File: src/rtl/cpu_defs.sv
// rtl/cpu_defs.sv - shared CPU constants and refill state encoding
package cpu_defs;
  localparam int INST_ADDR_W    = 32;
  localparam int BYTES_PER_INST = 4;

  typedef enum logic [2:0] {
    IDLE,
    REQ,
    WAIT,
    DONE,
    DRAIN
  } refill_state_t;
endpackage

File: src/rtl/refill_byte_pack.sv
// rtl/refill_byte_pack.sv - little-endian byte-lane assembler for a 32-bit word
module refill_byte_pack (
  input  logic        clk,
  input  logic        rst,
  input  logic        en,
  input  logic        clr,
  input  logic [1:0]  idx,
  input  logic [7:0]  data,
  output logic [31:0] word
);

  always_ff @(posedge clk) begin
    if (rst || clr) begin
      word <= '0;
    end else if (en) begin
      word[{idx, 3'b000} +: 8] <= data;
    end
  end

endmodule

File: src/rtl/icache_refill.sv
// rtl/icache_refill.sv - icache miss handler: byte-wide refill of one instruction word
module icache_refill
  import cpu_defs::*;
(
  input  logic                   clk,
  input  logic                   rst,
  input  logic                   rdy,
  input  logic                   fetch_req_i,
  input  logic [INST_ADDR_W-1:0] pc_i,
  input  logic                   flush_i,
  input  logic                   hit_i,
  input  logic [31:0]            inst_i,
  output logic                   inst_valid_o,
  output logic [31:0]            inst_o,
  output logic                   we_o,
  output logic [INST_ADDR_W-1:0] waddr_o,
  output logic [31:0]            winst_o,
  output logic                   mem_req_o,
  output logic [INST_ADDR_W-1:0] mem_addr_o,
  input  logic                   mem_gnt_i,
  input  logic                   mem_valid_i,
  input  logic [7:0]             mem_data_i
);

  localparam logic [2:0] LAST = 3'(BYTES_PER_INST);

  refill_state_t              state, state_n;
  logic [INST_ADDR_W-1:2]     line_addr, line_addr_n;
  logic [2:0]                 issue_cnt, issue_n;
  logic [2:0]                 recv_cnt, recv_n;
  logic [31:0]                word;
  logic                       pack_en, pack_clr;
  logic [INST_ADDR_W-1:0]     base;
  logic                       unused_pc_lsb;

  assign base          = {line_addr, 2'b00};
  assign unused_pc_lsb = ^pc_i[1:0];

  refill_byte_pack u_pack (
    .clk  (clk),
    .rst  (rst),
    .en   (pack_en),
    .clr  (pack_clr),
    .idx  (recv_cnt[1:0]),
    .data (mem_data_i),
    .word (word)
  );

  always_ff @(posedge clk) begin
    if (rst) begin
      state     <= IDLE;
      line_addr <= '0;
      issue_cnt <= '0;
      recv_cnt  <= '0;
    end else if (rdy) begin
      state     <= state_n;
      line_addr <= line_addr_n;
      issue_cnt <= issue_n;
      recv_cnt  <= recv_n;
    end
  end

  always_comb begin
    state_n      = state;
    line_addr_n  = line_addr;
    issue_n      = issue_cnt;
    recv_n       = recv_cnt;
    pack_en      = 1'b0;
    pack_clr     = 1'b0;
    inst_valid_o = 1'b0;
    inst_o       = '0;
    we_o         = 1'b0;
    mem_req_o    = 1'b0;
    mem_addr_o   = base + 32'(issue_cnt);
    waddr_o      = base;
    winst_o      = word;

    unique case (state)
      IDLE: begin
        if (fetch_req_i && hit_i) begin
          inst_valid_o = 1'b1;
          inst_o       = inst_i;
        end
        if (fetch_req_i && !hit_i && !flush_i) begin
          line_addr_n = pc_i[INST_ADDR_W-1:2];
          issue_n     = '0;
          recv_n      = '0;
          pack_clr    = 1'b1;
          state_n     = REQ;
        end
      end
      REQ, WAIT: begin
        mem_req_o = (state == REQ) && !flush_i;
        if (mem_req_o && mem_gnt_i) issue_n = issue_cnt + 3'd1;
        if (mem_valid_i) begin
          pack_en = 1'b1;
          recv_n  = recv_cnt + 3'd1;
        end
        // Counts include this cycle's grant/return so nothing in flight is lost.
        if (flush_i)               state_n = (issue_n > recv_n) ? DRAIN : IDLE;
        else if (recv_n == LAST)   state_n = DONE;
        else if (issue_n == LAST)  state_n = WAIT;
      end
      DONE: begin
        if (!flush_i) begin
          we_o = 1'b1;
          if (fetch_req_i && pc_i[INST_ADDR_W-1:2] == line_addr) begin
            inst_valid_o = 1'b1;
            inst_o       = word;
          end
        end
        state_n = IDLE;
      end
      DRAIN: begin
        if (mem_valid_i) recv_n = recv_cnt + 3'd1;
        if (recv_n == issue_cnt) state_n = IDLE;
      end
      default: state_n = IDLE;
    endcase

    if (!rdy) begin
      mem_req_o    = 1'b0;
      inst_valid_o = 1'b0;
      we_o         = 1'b0;
      pack_en      = 1'b0;
      pack_clr     = 1'b0;
    end
  end

endmodule

File: config.mk
export PLATFORM = sky130hd
export DESIGN_NAME = icache_refill
export DESIGN_NICKNAME = d
export VERILOG_FILES = /design/src/rtl/cpu_defs.sv /design/src/rtl/refill_byte_pack.sv /design/src/rtl/icache_refill.sv
export SDC_FILE = /design/constraint.sdc
export NUM_CORES = 1
export LEC_CHECK = 0
export CORE_MARGIN = 4
export CORE_UTILIZATION = 42
export CTS_CLUSTER_SIZE = 12
export DETAILED_ROUTE_END_ITERATION = 7
export PLACE_DENSITY_LB_ADDON = 0.12
export SYNTH_ARGS = -nofsm -noshare
export SYNTH_HDL_FRONTEND = slang
export SYNTH_SLANG_ARGS = --single-unit
File: constraint.sdc
create_clock -name clk -period 3.9 [get_ports clk]
set_input_delay 1.17 -clock clk [delete_from_list [all_inputs] [get_ports clk]]
set_output_delay 1.17 -clock clk [all_outputs]
set_load 0.02 [all_outputs]
==> qor.txt <==
detailed-route DRC error count: 0
TritonCTS buffer count: 9
gpl congestion: 0.8610
CTS Root Cell: clkbuf_8
post-synthesis register bit count: 71
reg-to-reg slack, setup: 1.20 ns
CP Capture Type: output port
Leak: 2.890 nW
Worst Tran Pin Value: 1.059 ns
Ys Warns: 0
FILL cells: 847
HP Start: u_pack.word[31]$_SDFFE_PP0P_
initial antenna violation count: 0
run status: complete, but fails checks
Seq/Total Area, Yosys: 0.3139
mux share of post-synthesis cell area: 0.002211
diode count: 0
# rows: 37
Die Y: 111.8 um
vias in the first global route: 4889
fraction of layout cells with a size suffix above 1: 0.1723
Critical Path AT: 2.86 ns
maximum clock path buffer count: 2
DRT Wirelength: 16.39 mm
pwr dens: 223.1 nW/um^2
first-pass GRT wire length: 25.47 mm
TritonCTS clock tree: yes
Port Buffer Count: 206
FMAX: 248.3 MHz
mean post-synth cell area: 7.662 um^2
Setup CP Type: in -> out
post-synthesis compound-gate area fraction: 0.1860
final setup vio count: 33
simple-gate share of the synthesized area: 0.2644
P&R area growth vs syn: 60.04%
First-pass DRT Iterations: 5
htree depth: 3
Mapped Cells: 591
largest family of logic cells by synthesized area: simple AND/OR/NAND/NOR gates
Tcrit/Tclk final: 1.033
Initial Util: 0.4347
Die X-Extent: 111.8 um
FFs w/ async S/R, synth: 0
VDD IR-drop max: 0.1557 mV
clk sink count: 71
Crit Reg-Reg Endpoint: state[1]$_SDFFE_PP0P_
GRT Total Usage: 0.2475
worst path required time: 2.73 ns
WL/cell: 17.60 um
Post-Synth Adder-Cell Area: 0.03703
Clk pin slew, worst setup/hold paths: 0.07 ns
FF-to-FF Start: recv_cnt[0]$_SDFFE_PP0P_
total die area: 12510 um^2
FF-to-FF path depth: 7
Cell variety after synth: 56
worst hold endpoint: u_pack.word[31]$_SDFFE_PP0P_
largest net degree at the start of global routing: 34
XOR/XNOR share of the synthesized area: 0.1365
antenna-violating nets left: 0
hold slack: 0.4750 ns
Reg area: 1424 um^2
Core Region: 10420 um^2
mapped cell area: 4528 um^2
Slew headroom: 0.2927
most frequent cells in the layout: 128 x clkdlybuf4s50_1, 114 x nand2_1, 69 x dfxtp_1
final slew viol count: 0
Final min period: 4.027 ns
crit path launch type: input pin
post-detail-place hpwl: 12.11 mm
Max-cap violations: 0
total gr overflow: 0
Vias: 5077
I/O pins: 211
Nets: 882
clock latency on the worst-skew pair: 0.34 ns
Worst Path Max Fanout: 8
Post-synth EDFFs: 0
Worst Slack Setup Final: -0.1274 ns
routed vias/inst: 5.453
commonest non-fill, non-tap cell in the layout: clkdlybuf4s50_1
failing checks: setup timing
Multi-input gate area: 3080 um^2
worst hold path type: reg -> reg
drt initial violations: 229
Finished Core Util: 0.6957
Setup Skew: 0.01149 ns
unrepaired setup endpoints after global routing: true
predominant post-synthesis flop cell: dfxtp_1
Design Power: 1.617 mW
cell count of the worst hold path: 2
Final Hold Fails: 0
## per-layer routing
layer  wire, um  share of wire  global-route usage  vias to the layer above
li1           -              -                   -                     2469
met1       6776           0.41              0.3109                     2390
met2       8118           0.50              0.4225                      194
met3       1171          0.071             0.05272                       24
met4        322          0.020             0.08029                        0
met5          0              0                   0                        -
## area by class of cell
cell class                      instances  share of cell area
Multi-Input combinational cell        463              0.4251
Timing Repair Buffer                  235              0.3267
Sequential cell                        71              0.1965
Tap cell                              136             0.02348
Clock buffer                           11             0.01951
Inverter                               11            0.005698
Clock inverter                          4            0.003108
## where the power goes
group | switching (mW) | internal [mW]
combinational | 0.172 | 0.179
sequential | 0.0190 | 0.734
clock | 0.271 | 0.242
total | 0.462 | 1.15
## synthesized netlist by cell type, drive strengths merged, types with 2 or more instances
cell type | n | share of area
nand2 | 114 | 0.095
dfxtp | 71 | 0.31
a21oi | 67 | 0.074
nand3 | 52 | 0.057
xor2 | 44 | 0.085
a22o | 32 | 0.062
clkbuf | 27 | 0.023
xnor2 | 24 | 0.046
buf | 20 | 0.027
nor2 | 16 | 0.013
and3 | 13 | 0.018
ha | 11 | 0.030
inv | 11 | 0.0091
nor4 | 11 | 0.019
nor3 | 10 | 0.011
nor3b | 6 | 0.0099
o21ai | 6 | 0.0066
nand4 | 5 | 0.0083
and4 | 4 | 0.0077
nand2b | 4 | 0.0055
maj3 | 3 | 0.0066
o22ai | 3 | 0.0041
or2 | 3 | 0.0041
a211oi | 2 | 0.0033
a21o | 2 | 0.0033
and2 | 2 | 0.0028
nand4b | 2 | 0.0039
o211ai | 2 | 0.0033
o31ai | 2 | 0.0033
o41ai | 2 | 0.0039
## through the flow
step	area (um^2)	TNS, ns	cells	worst slack [ns]
floorplan	4532	0	592	0.1526
global placement	6728	-28.66	909	-0.8941
detailed placement	6728	-29.23	909	-0.9132
CTS	7039	-2.415	931	-0.1032
global route	7247	-5.640	931	-0.2067
finish	7247	-2.803	931	-0.1274
## flip-flops by register name, summed over array words and instances (netlist names)
| register | cells |
|---|---|
| recv_cnt | 3 |
| line_addr | 30 |
| state | 3 |
| issue_cnt | 3 |
| u_pack.word | 32 |
## what timing repair did
item / 4_1_cts / 5_1_grt
gates cloned: 3 / 0
endpoints found under the hold margin: 0 / 0
gates resized for setup: 318 / 58
endpoints found under the setup margin: 44 / 46
setup buffers: 4 / 1
pin swaps: 18 / 22
hold buffers: 0 / 0
## worst max-delay path by stage
stage | from | end | slack [ns] | depth (start not counted)
detailed placement | pc_i[25] | inst_o[8] | -0.91 | 8
finish | pc_i[9] | inst_o[18] | -0.13 | 10
global placement | pc_i[25] | inst_o[8] | -0.89 | 8
global route | pc_i[21] | inst_o[23] | -0.21 | 10
CTS | pc_i[5] | inst_o[8] | -0.10 | 10
floorplan | pc_i[25] | inst_o[11] | 0.15 | 6
## critical path, stage by stage
cell and delay, ns:
buf_8 0.10, xor2_4 0.15, nor4_2 0.27, nand2_1 0.14, nor4_4 0.31, buf_6 0.17
buf_12 0.12, buf_16 0.13, a22o_1 0.16, buf_6 0.12
## logic make-up after synthesis
kind of cell / after synthesis
AND/OR/NAND/NOR: 247
AO/OA/AOI/OAI: 130
adder cells (fa/ha/maj): 14
XOR/XNOR: 69
flip-flops: 71
other: 1
buffers and inverters: 58
multiplexers: 1
(Power assumes the default switching activity.)
